**src/rtl/tank_pkg.sv**
```systemverilog
// Shared types and constants for the tank game key command decoder:
// direction encoding, HID usage codes, fire FSM states and a width helper.
package tank_pkg;

  typedef enum logic [1:0] {
    UP    = 2'd0,
    RIGHT = 2'd1,
    DOWN  = 2'd2,
    LEFT  = 2'd3
  } dir_t;

  typedef enum logic [1:0] {
    READY        = 2'd0,
    COOLDOWN     = 2'd1,
    WAIT_RELEASE = 2'd2
  } fire_state_t;

  localparam int NUM_PLAYERS = 2;

  // USB HID usage codes
  localparam logic [7:0] KEY_NONE     = 8'h00;
  localparam logic [7:0] KEY_P1_UP    = 8'h1A;  // W
  localparam logic [7:0] KEY_P1_DOWN  = 8'h16;  // S
  localparam logic [7:0] KEY_P1_LEFT  = 8'h04;  // A
  localparam logic [7:0] KEY_P1_RIGHT = 8'h07;  // D
  localparam logic [7:0] KEY_P1_FIRE  = 8'h2C;  // space
  localparam logic [7:0] KEY_P2_UP    = 8'h52;  // arrow up
  localparam logic [7:0] KEY_P2_DOWN  = 8'h51;  // arrow down
  localparam logic [7:0] KEY_P2_LEFT  = 8'h50;  // arrow left
  localparam logic [7:0] KEY_P2_RIGHT = 8'h4F;  // arrow right
  localparam logic [7:0] KEY_P2_FIRE  = 8'h28;  // enter
  localparam logic [7:0] KEY_RESTART  = 8'h15;  // R

  // Frame ticks the restart key must be held before restart fires
  localparam int RESTART_HOLD_TICKS = 60;

  // Counter width able to hold 0..n, never narrower than one bit
  function automatic int cnt_w(input int n);
    return (n < 1) ? 1 : $clog2(n + 1);
  endfunction

endpackage

```
**src/rtl/fire_ctrl.sv**
```systemverilog
// Per-player fire controller: READY -> COOLDOWN -> WAIT_RELEASE.
// A shot is only taken from READY on a frame tick; holding fire never
// auto-repeats, the key must be seen released on a tick first.
import tank_pkg::*;

module fire_ctrl #(
  parameter int COOLDOWN_FRAMES = 30
) (
  input  logic Clk,
  input  logic Reset_n,
  input  logic frame_tick,
  input  logic fire_key,
  output logic fire
);

  localparam int CD_W = cnt_w(COOLDOWN_FRAMES);

  fire_state_t     state, state_nx;
  logic [CD_W-1:0] cnt, cnt_nx;
  logic            fire_nx;

  // State, cooldown counter and registered fire pulse
  always_ff @(posedge Clk) begin
    if (!Reset_n) begin
      state <= READY;
      cnt   <= '0;
      fire  <= 1'b0;
    end else begin
      state <= state_nx;
      cnt   <= cnt_nx;
      fire  <= fire_nx;
    end
  end

  // Next state; everything only moves on a frame tick
  always_comb begin
    state_nx = state;
    cnt_nx   = cnt;
    fire_nx  = 1'b0;
    if (frame_tick) begin
      unique case (state)
        READY: begin
          if (fire_key) begin
            fire_nx  = 1'b1;
            cnt_nx   = CD_W'(COOLDOWN_FRAMES);
            state_nx = COOLDOWN;
          end
        end
        COOLDOWN: begin
          // The tick that brings the count to zero ends the cooldown;
          // the count saturates at zero rather than wrapping.
          if (cnt <= CD_W'(1)) begin
            cnt_nx   = '0;
            state_nx = fire_key ? WAIT_RELEASE : READY;
          end else begin
            cnt_nx = cnt - 1'b1;
          end
        end
        WAIT_RELEASE: begin
          if (!fire_key) state_nx = READY;
        end
        default: begin
          state_nx = READY;
          cnt_nx   = '0;
        end
      endcase
    end
  end

endmodule

```
**src/rtl/key_command_decoder.sv**
```systemverilog
// Keyboard command decoder for the two-player tank game.
// Debounces the HID keycode, turns the stable key into per-frame movement
// commands and rate-limited fire pulses for each player.
// Optional: define KEYCMD_RESTART_EN to enable the hold-R-to-restart pulse.
import tank_pkg::*;

module key_command_decoder #(
  parameter int DEBOUNCE_CYCLES = 4,
  parameter int COOLDOWN_FRAMES = 30
) (
  input  logic       Clk,
  input  logic       Reset_n,
  input  logic       frame_tick,
  input  logic [7:0] keycode,
  output logic       p1_move_valid,
  output logic       p2_move_valid,
  output dir_t       p1_dir,
  output dir_t       p2_dir,
  output logic       p1_fire,
  output logic       p2_fire,
  output logic       restart
);

  localparam int DB_W = cnt_w(DEBOUNCE_CYCLES);

  logic [7:0]             key_q, stable_key;
  logic [DB_W-1:0]        db_cnt;
  logic [NUM_PLAYERS-1:0] dec_is_dir, fire_held, fire_p, mv_q;
  dir_t                   dec_dir [NUM_PLAYERS];
  dir_t                   dir_q   [NUM_PLAYERS];

  // Debounce: the stable key follows the sample only after it has matched
  // for DEBOUNCE_CYCLES consecutive cycles; any change restarts the count.
  always_ff @(posedge Clk) begin
    if (!Reset_n) begin
      key_q      <= KEY_NONE;
      db_cnt     <= '0;
      stable_key <= KEY_NONE;
    end else begin
      key_q <= keycode;
      if (keycode != key_q) db_cnt <= '0;
      else if (db_cnt != DB_W'(DEBOUNCE_CYCLES)) db_cnt <= db_cnt + 1'b1;
      if (db_cnt == DB_W'(DEBOUNCE_CYCLES)) stable_key <= key_q;
    end
  end

  // Key map: direction and fire decode per player
  always_comb begin
    dec_is_dir = '0;
    for (int p = 0; p < NUM_PLAYERS; p++) dec_dir[p] = UP;
    unique case (stable_key)
      KEY_P1_UP:    begin dec_is_dir[0] = 1'b1; dec_dir[0] = UP;    end
      KEY_P1_DOWN:  begin dec_is_dir[0] = 1'b1; dec_dir[0] = DOWN;  end
      KEY_P1_LEFT:  begin dec_is_dir[0] = 1'b1; dec_dir[0] = LEFT;  end
      KEY_P1_RIGHT: begin dec_is_dir[0] = 1'b1; dec_dir[0] = RIGHT; end
      KEY_P2_UP:    begin dec_is_dir[1] = 1'b1; dec_dir[1] = UP;    end
      KEY_P2_DOWN:  begin dec_is_dir[1] = 1'b1; dec_dir[1] = DOWN;  end
      KEY_P2_LEFT:  begin dec_is_dir[1] = 1'b1; dec_dir[1] = LEFT;  end
      KEY_P2_RIGHT: begin dec_is_dir[1] = 1'b1; dec_dir[1] = RIGHT; end
      default:      ;
    endcase
    fire_held[0] = (stable_key == KEY_P1_FIRE);
    fire_held[1] = (stable_key == KEY_P2_FIRE);
  end

  // Movement: one-cycle valid after a tick; direction holds between commands
  always_ff @(posedge Clk) begin
    if (!Reset_n) begin
      mv_q <= '0;
      for (int p = 0; p < NUM_PLAYERS; p++) dir_q[p] <= (p == 0) ? UP : DOWN;
    end else begin
      for (int p = 0; p < NUM_PLAYERS; p++) begin
        mv_q[p] <= frame_tick && dec_is_dir[p];
        if (frame_tick && dec_is_dir[p]) dir_q[p] <= dec_dir[p];
      end
    end
  end

  // One independent fire controller per player, all stepped by the same tick
  for (genvar p = 0; p < NUM_PLAYERS; p++) begin : g_fire
    fire_ctrl #(
      .COOLDOWN_FRAMES(COOLDOWN_FRAMES)
    ) u_fire (
      .Clk       (Clk),
      .Reset_n   (Reset_n),
      .frame_tick(frame_tick),
      .fire_key  (fire_held[p]),
      .fire      (fire_p[p])
    );
  end

`ifdef KEYCMD_RESTART_EN
  localparam int HOLD_W = cnt_w(RESTART_HOLD_TICKS);

  logic [HOLD_W-1:0] hold_cnt;
  logic              restart_q;

  // Restart: count ticks while R is stable; fire once when the count
  // completes, then park at the full count until R is released.
  always_ff @(posedge Clk) begin
    if (!Reset_n) begin
      hold_cnt  <= '0;
      restart_q <= 1'b0;
    end else begin
      restart_q <= 1'b0;
      if (stable_key != KEY_RESTART) begin
        hold_cnt <= '0;
      end else if (frame_tick) begin
        if (hold_cnt == HOLD_W'(RESTART_HOLD_TICKS - 1)) begin
          restart_q <= 1'b1;
          hold_cnt  <= HOLD_W'(RESTART_HOLD_TICKS);
        end else if (hold_cnt < HOLD_W'(RESTART_HOLD_TICKS - 1)) begin
          hold_cnt <= hold_cnt + 1'b1;
        end
      end
    end
  end

  assign restart = restart_q;
`else
  assign restart = 1'b0;
`endif

  assign p1_move_valid = mv_q[0];
  assign p2_move_valid = mv_q[1];
  assign p1_dir        = dir_q[0];
  assign p2_dir        = dir_q[1];
  assign p1_fire       = fire_p[0];
  assign p2_fire       = fire_p[1];

endmodule
```
**config.mk**
```make
export PLATFORM = sky130hd
export DESIGN_NAME = key_command_decoder
export DESIGN_NICKNAME = d
export VERILOG_FILES = /design/src/rtl/tank_pkg.sv /design/src/rtl/fire_ctrl.sv /design/src/rtl/key_command_decoder.sv
export SDC_FILE = /design/constraint.sdc
export NUM_CORES = 1
export LEC_CHECK = 0
export ABC_AREA = 1
export ABC_CLOCK_PERIOD_IN_PS = 1650
export CORE_MARGIN = 2
export CORE_UTILIZATION = 57
export CTS_CLUSTER_SIZE = 40
export DETAILED_ROUTE_END_ITERATION = 10
export HOLD_SLACK_MARGIN = 0.03
export PLACE_DENSITY_LB_ADDON = 0.1
export RECOVER_POWER = 25
export SYNTH_ARGS = -nofsm -noshare
export SYNTH_HDL_FRONTEND = slang
export SYNTH_SLANG_ARGS = --single-unit
```
**constraint.sdc**
```tcl
create_clock -name Clk -period 1.65 [get_ports Clk]
set_input_delay 0.2475 -clock Clk [delete_from_list [all_inputs] [get_ports Clk]]
set_output_delay 0.2475 -clock Clk [all_outputs]
set_load 0.01 [all_outputs]
```
==> impl_metrics.json <==
{
  "synth_nets": 330,
  "yosys.area.top_type": "dfxtp_1",
  "final.period_utilization_pct": 86.7,
  "drt_wl_total_um": 4030,
  "grt_max_degree": 17,
  "hold_viol": 0,
  "area_growth_pct": 16.0,
  "finalSetupViolations": 0,
  "cts_sinks": 41,
  "antenna_cells": 0,
  "synth-simple-area-share_pct": 32.6,
  "place.gp.congestion": 0.843,
  "synth_area_per_cell_um2": 6.84,
  "synthMuxAreaShare_pct": 0,
  "ys_seq_area_share_pct": 40.2,
  "holdBufCountCts": 0,
  "vias": 1888,
  "hold_start": "g_fire[0].u_fire.cnt[4]",
  "maxSlewViolCount": 0,
  "yosys.area.top_type_share_pct": 34.6,
  "placedCellCount": 379,
  "cts_buffers": 5,
  "initial_utilization_pct": 58.9,
  "final_cells": 387,
  "grt_pass1_vias": 1800,
  "whs_endpoint": "g_fire[0].u_fire.cnt[4]",
  "fillers": 342,
  "powerDensity_nw_per_um2": 784,
  "max_clock_freq_mhz": 699,
  "synth-xor-area-share_pct": 1.64,
  "hold_path_depth": 2,
  "synth_seq_cells": 41,
  "ant_nets": 0,
  "grt_first_pass_wirelength_um": 7390,
  "synth-adder-area-share_pct": 3.51,
  "layout.nets": 355,
  "htree_levels": 2,
  "hpwl_um": 3160,
  "antenna_found_initial": 0,
  "cp-start-kind": "flip-flop",
  "synth_compound_area_share_pct": 11.7,
  "worstSetupPathType": "flip-flop to flip-flop",
  "worstRegToRegCells": 9,
  "post_cts_buffers": 0,
  "clk_pin_slew_ns": 0.08,
  "coreArea_um2": 3630,
  "die_y_um": 65.3,
  "grt-ovfl-total": 0,
  "p_leak_nw": 1.10,
  "maxCapViolations": 0,
  "port_buffers": 18,
  "synthCells": 313,
  "first_pass_iters": 4,
  "required_ns": 1.85,
  "crit_fanout": 5,
  "cts-root-buf": "clkbuf_8",
  "cts_resized": 0,
  "wl_per_cell_um": 10.4,
  "critPathCaptureType": "flip-flop",
  "rsz0062_at_grt": "false",
  "synth_area_leaders": "dfxtp_1, nand2_1, inv_1",
  "die_area_um2": 4260,
  "cts.path.max_buffers": 2,
  "drive_above_1_share_pct": 7.67,
  "reg2reg_from": "g_fire[1].u_fire.cnt[1]",
  "cts_tree": "yes",
  "ff2ff_setup_slack_ns": 0.22,
  "ios": 20,
  "synth_top_family_by_area": "simple AND/OR/NAND/NOR gates",
  "rows": 22,
  "rr_endpoint": "g_fire[1].u_fire.state[1]",
  "status": "complete, no violations",
  "netlist_area_um2": 2140,
  "hp-class": "flip-flop to flip-flop",
  "ys_warn_count": 0,
  "ys_types": 29,
  "postLayoutCoreUtil_pct": 68.3,
  "drtIter0Drc": 122,
  "post-route-min-period_ns": 1.43,
  "grt_util_all_layers_pct": 21.9,
  "routed_via_density": 4.88,
  "peakVddDrop_mv": 0.652,
  "skew_ns": 0.00896,
  "finalSetupTns_ns": 0,
  "drc": 0,
  "die_w_um": 65.3,
  "crit_arrival_ns": 1.63,
  "insertion_delay_ns": 0.29
}
==> cell families (layout without fill, tap and decap cells) <==
family,after synthesis,count (layout)
AND/OR/NAND/NOR,158,158
AO/OA/AOI/OAI,46,46
XOR/XNOR,4,4
adder cells (fa/ha/maj),6,6
buffers and inverters,57,83
other,1,1
flip-flops,41,41
==> routing by layer <==
metal | GRT usage, % | routed length (um) | vias up | part of all wire, %
li1 | - | - | 1029 | -
met4 | 5.47 | 34 | 0 | 0.84
met2 | 38.9 | 1910 | 27 | 47
met1 | 26.9 | 1970 | 828 | 49
met3 | 4.62 | 123 | 4 | 3.1
met5 | 0 | 0 | - | 0
==> cells in the mapped netlist, drive strengths merged <==
cell type and n:
clkbuf 4, ha 6, a21oi 24, edfxtp 4, o21bai 2, nor2 30, nand4 1, nand2 98
inv 51, conb 1, o21a 1, o21ai 14, dfxtp 37, nor3 7, o211ai 1, o22ai 3
o31ai 1, nand3b 6, xor2 3, buf 2, xnor2 1, nand3 16
==> critical path, cell delays in order, from the launching register on <==
cell      delay, ns
dfxtp_1        0.39
inv_1          0.08
ha_1           0.17
o21bai_1       0.14
nand2_1        0.15
nand2_1        0.12
nand2_1        0.11
nand2_1        0.07
inv_1          0.06
nor2_2         0.04
==> sequential cells by signal (all words and copies together) (netlist names) <==
signal               count
db_cnt                   3
key_q                    8
dir_q                    4
mv_q                     2
stable_key               8
g_fire.u_fire.state      4
g_fire.u_fire.cnt       10
g_fire.u_fire.fire       2
==> through the flow <==
step / total power, mW / area [um^2] / setup WS [ns] / hold slack [ns]
4_1_cts: 1.96 / 2490 / 0.242 / 0.489
6_report: 1.95 / 2480 / 0.220 / 0.490
3_3_place_gp: 1.30 / 2400 / 0.146 / 0.471
2_1_floorplan: 1.23 / 2140 / 0.392 / 0.345
5_1_grt: 2.03 / 2480 / 0.0391 / 0.519
3_5_place_dp: 1.31 / 2400 / 0.0989 / 0.478
==> area by class of cell <==
class | instances | area (um^2) | share of cell area (%)
Multi-Input combinational cell | 215 | 1060 | 42.8
Sequential cell | 41 | 861 | 34.7
Timing Repair Buffer | 24 | 218 | 8.77
Inverter | 51 | 191 | 7.72
Clock buffer | 8 | 90.1 | 3.63
Tap cell | 48 | 60.1 | 2.42
==> cells in the final DEF (no fill, tap or decap) <==
cell type / instances
dlygate4sd3_1: 1
nand2_1: 91
ha_1: 6
conb_1: 1
o22ai_1: 3
clkbuf_1: 4
o21ai_0: 14
nand2_4: 1
nand3_1: 16
nand2_2: 6
buf_4: 4
nand4_1: 1
inv_2: 3
o211ai_1: 1
o31ai_1: 1
edfxtp_1: 4
clkdlybuf4s50_1: 17
dfxtp_1: 37
nor2_4: 3
xor2_1: 3
a21oi_1: 23
a21oi_2: 1
nor2_2: 2
nor3_1: 7
xnor2_1: 1
clkbuf_8: 6
inv_1: 48
o21bai_1: 2
nor2_1: 25
o21a_1: 1
nand3b_1: 6
==> worst max path at each step <==
stage / start / to / slack [ns] / cells past startpoint
after floorplan: db_cnt[0] / db_cnt[2] / 0.39 / 7
after global placement: Reset_n / dir_q[0][3] / 0.15 / 6
after detailed placement: Reset_n / dir_q[0][3] / 0.1 / 6
after CTS: g_fire[1].u_fire.cnt[1] / g_fire[1].u_fire.state[1] / 0.24 / 9
after global routing: stable_key[1] / dir_q[0][3] / 0.04 / 7
final: g_fire[1].u_fire.cnt[1] / g_fire[1].u_fire.state[1] / 0.22 / 9
==> power by group <==
part           internal, mW  total [mW]  switching (mW)
Clock                 0.341       0.659           0.318
Sequential             1.03        1.05          0.0218
Combinational        0.0945       0.233           0.138
Power figures use the tool's default switching activity.
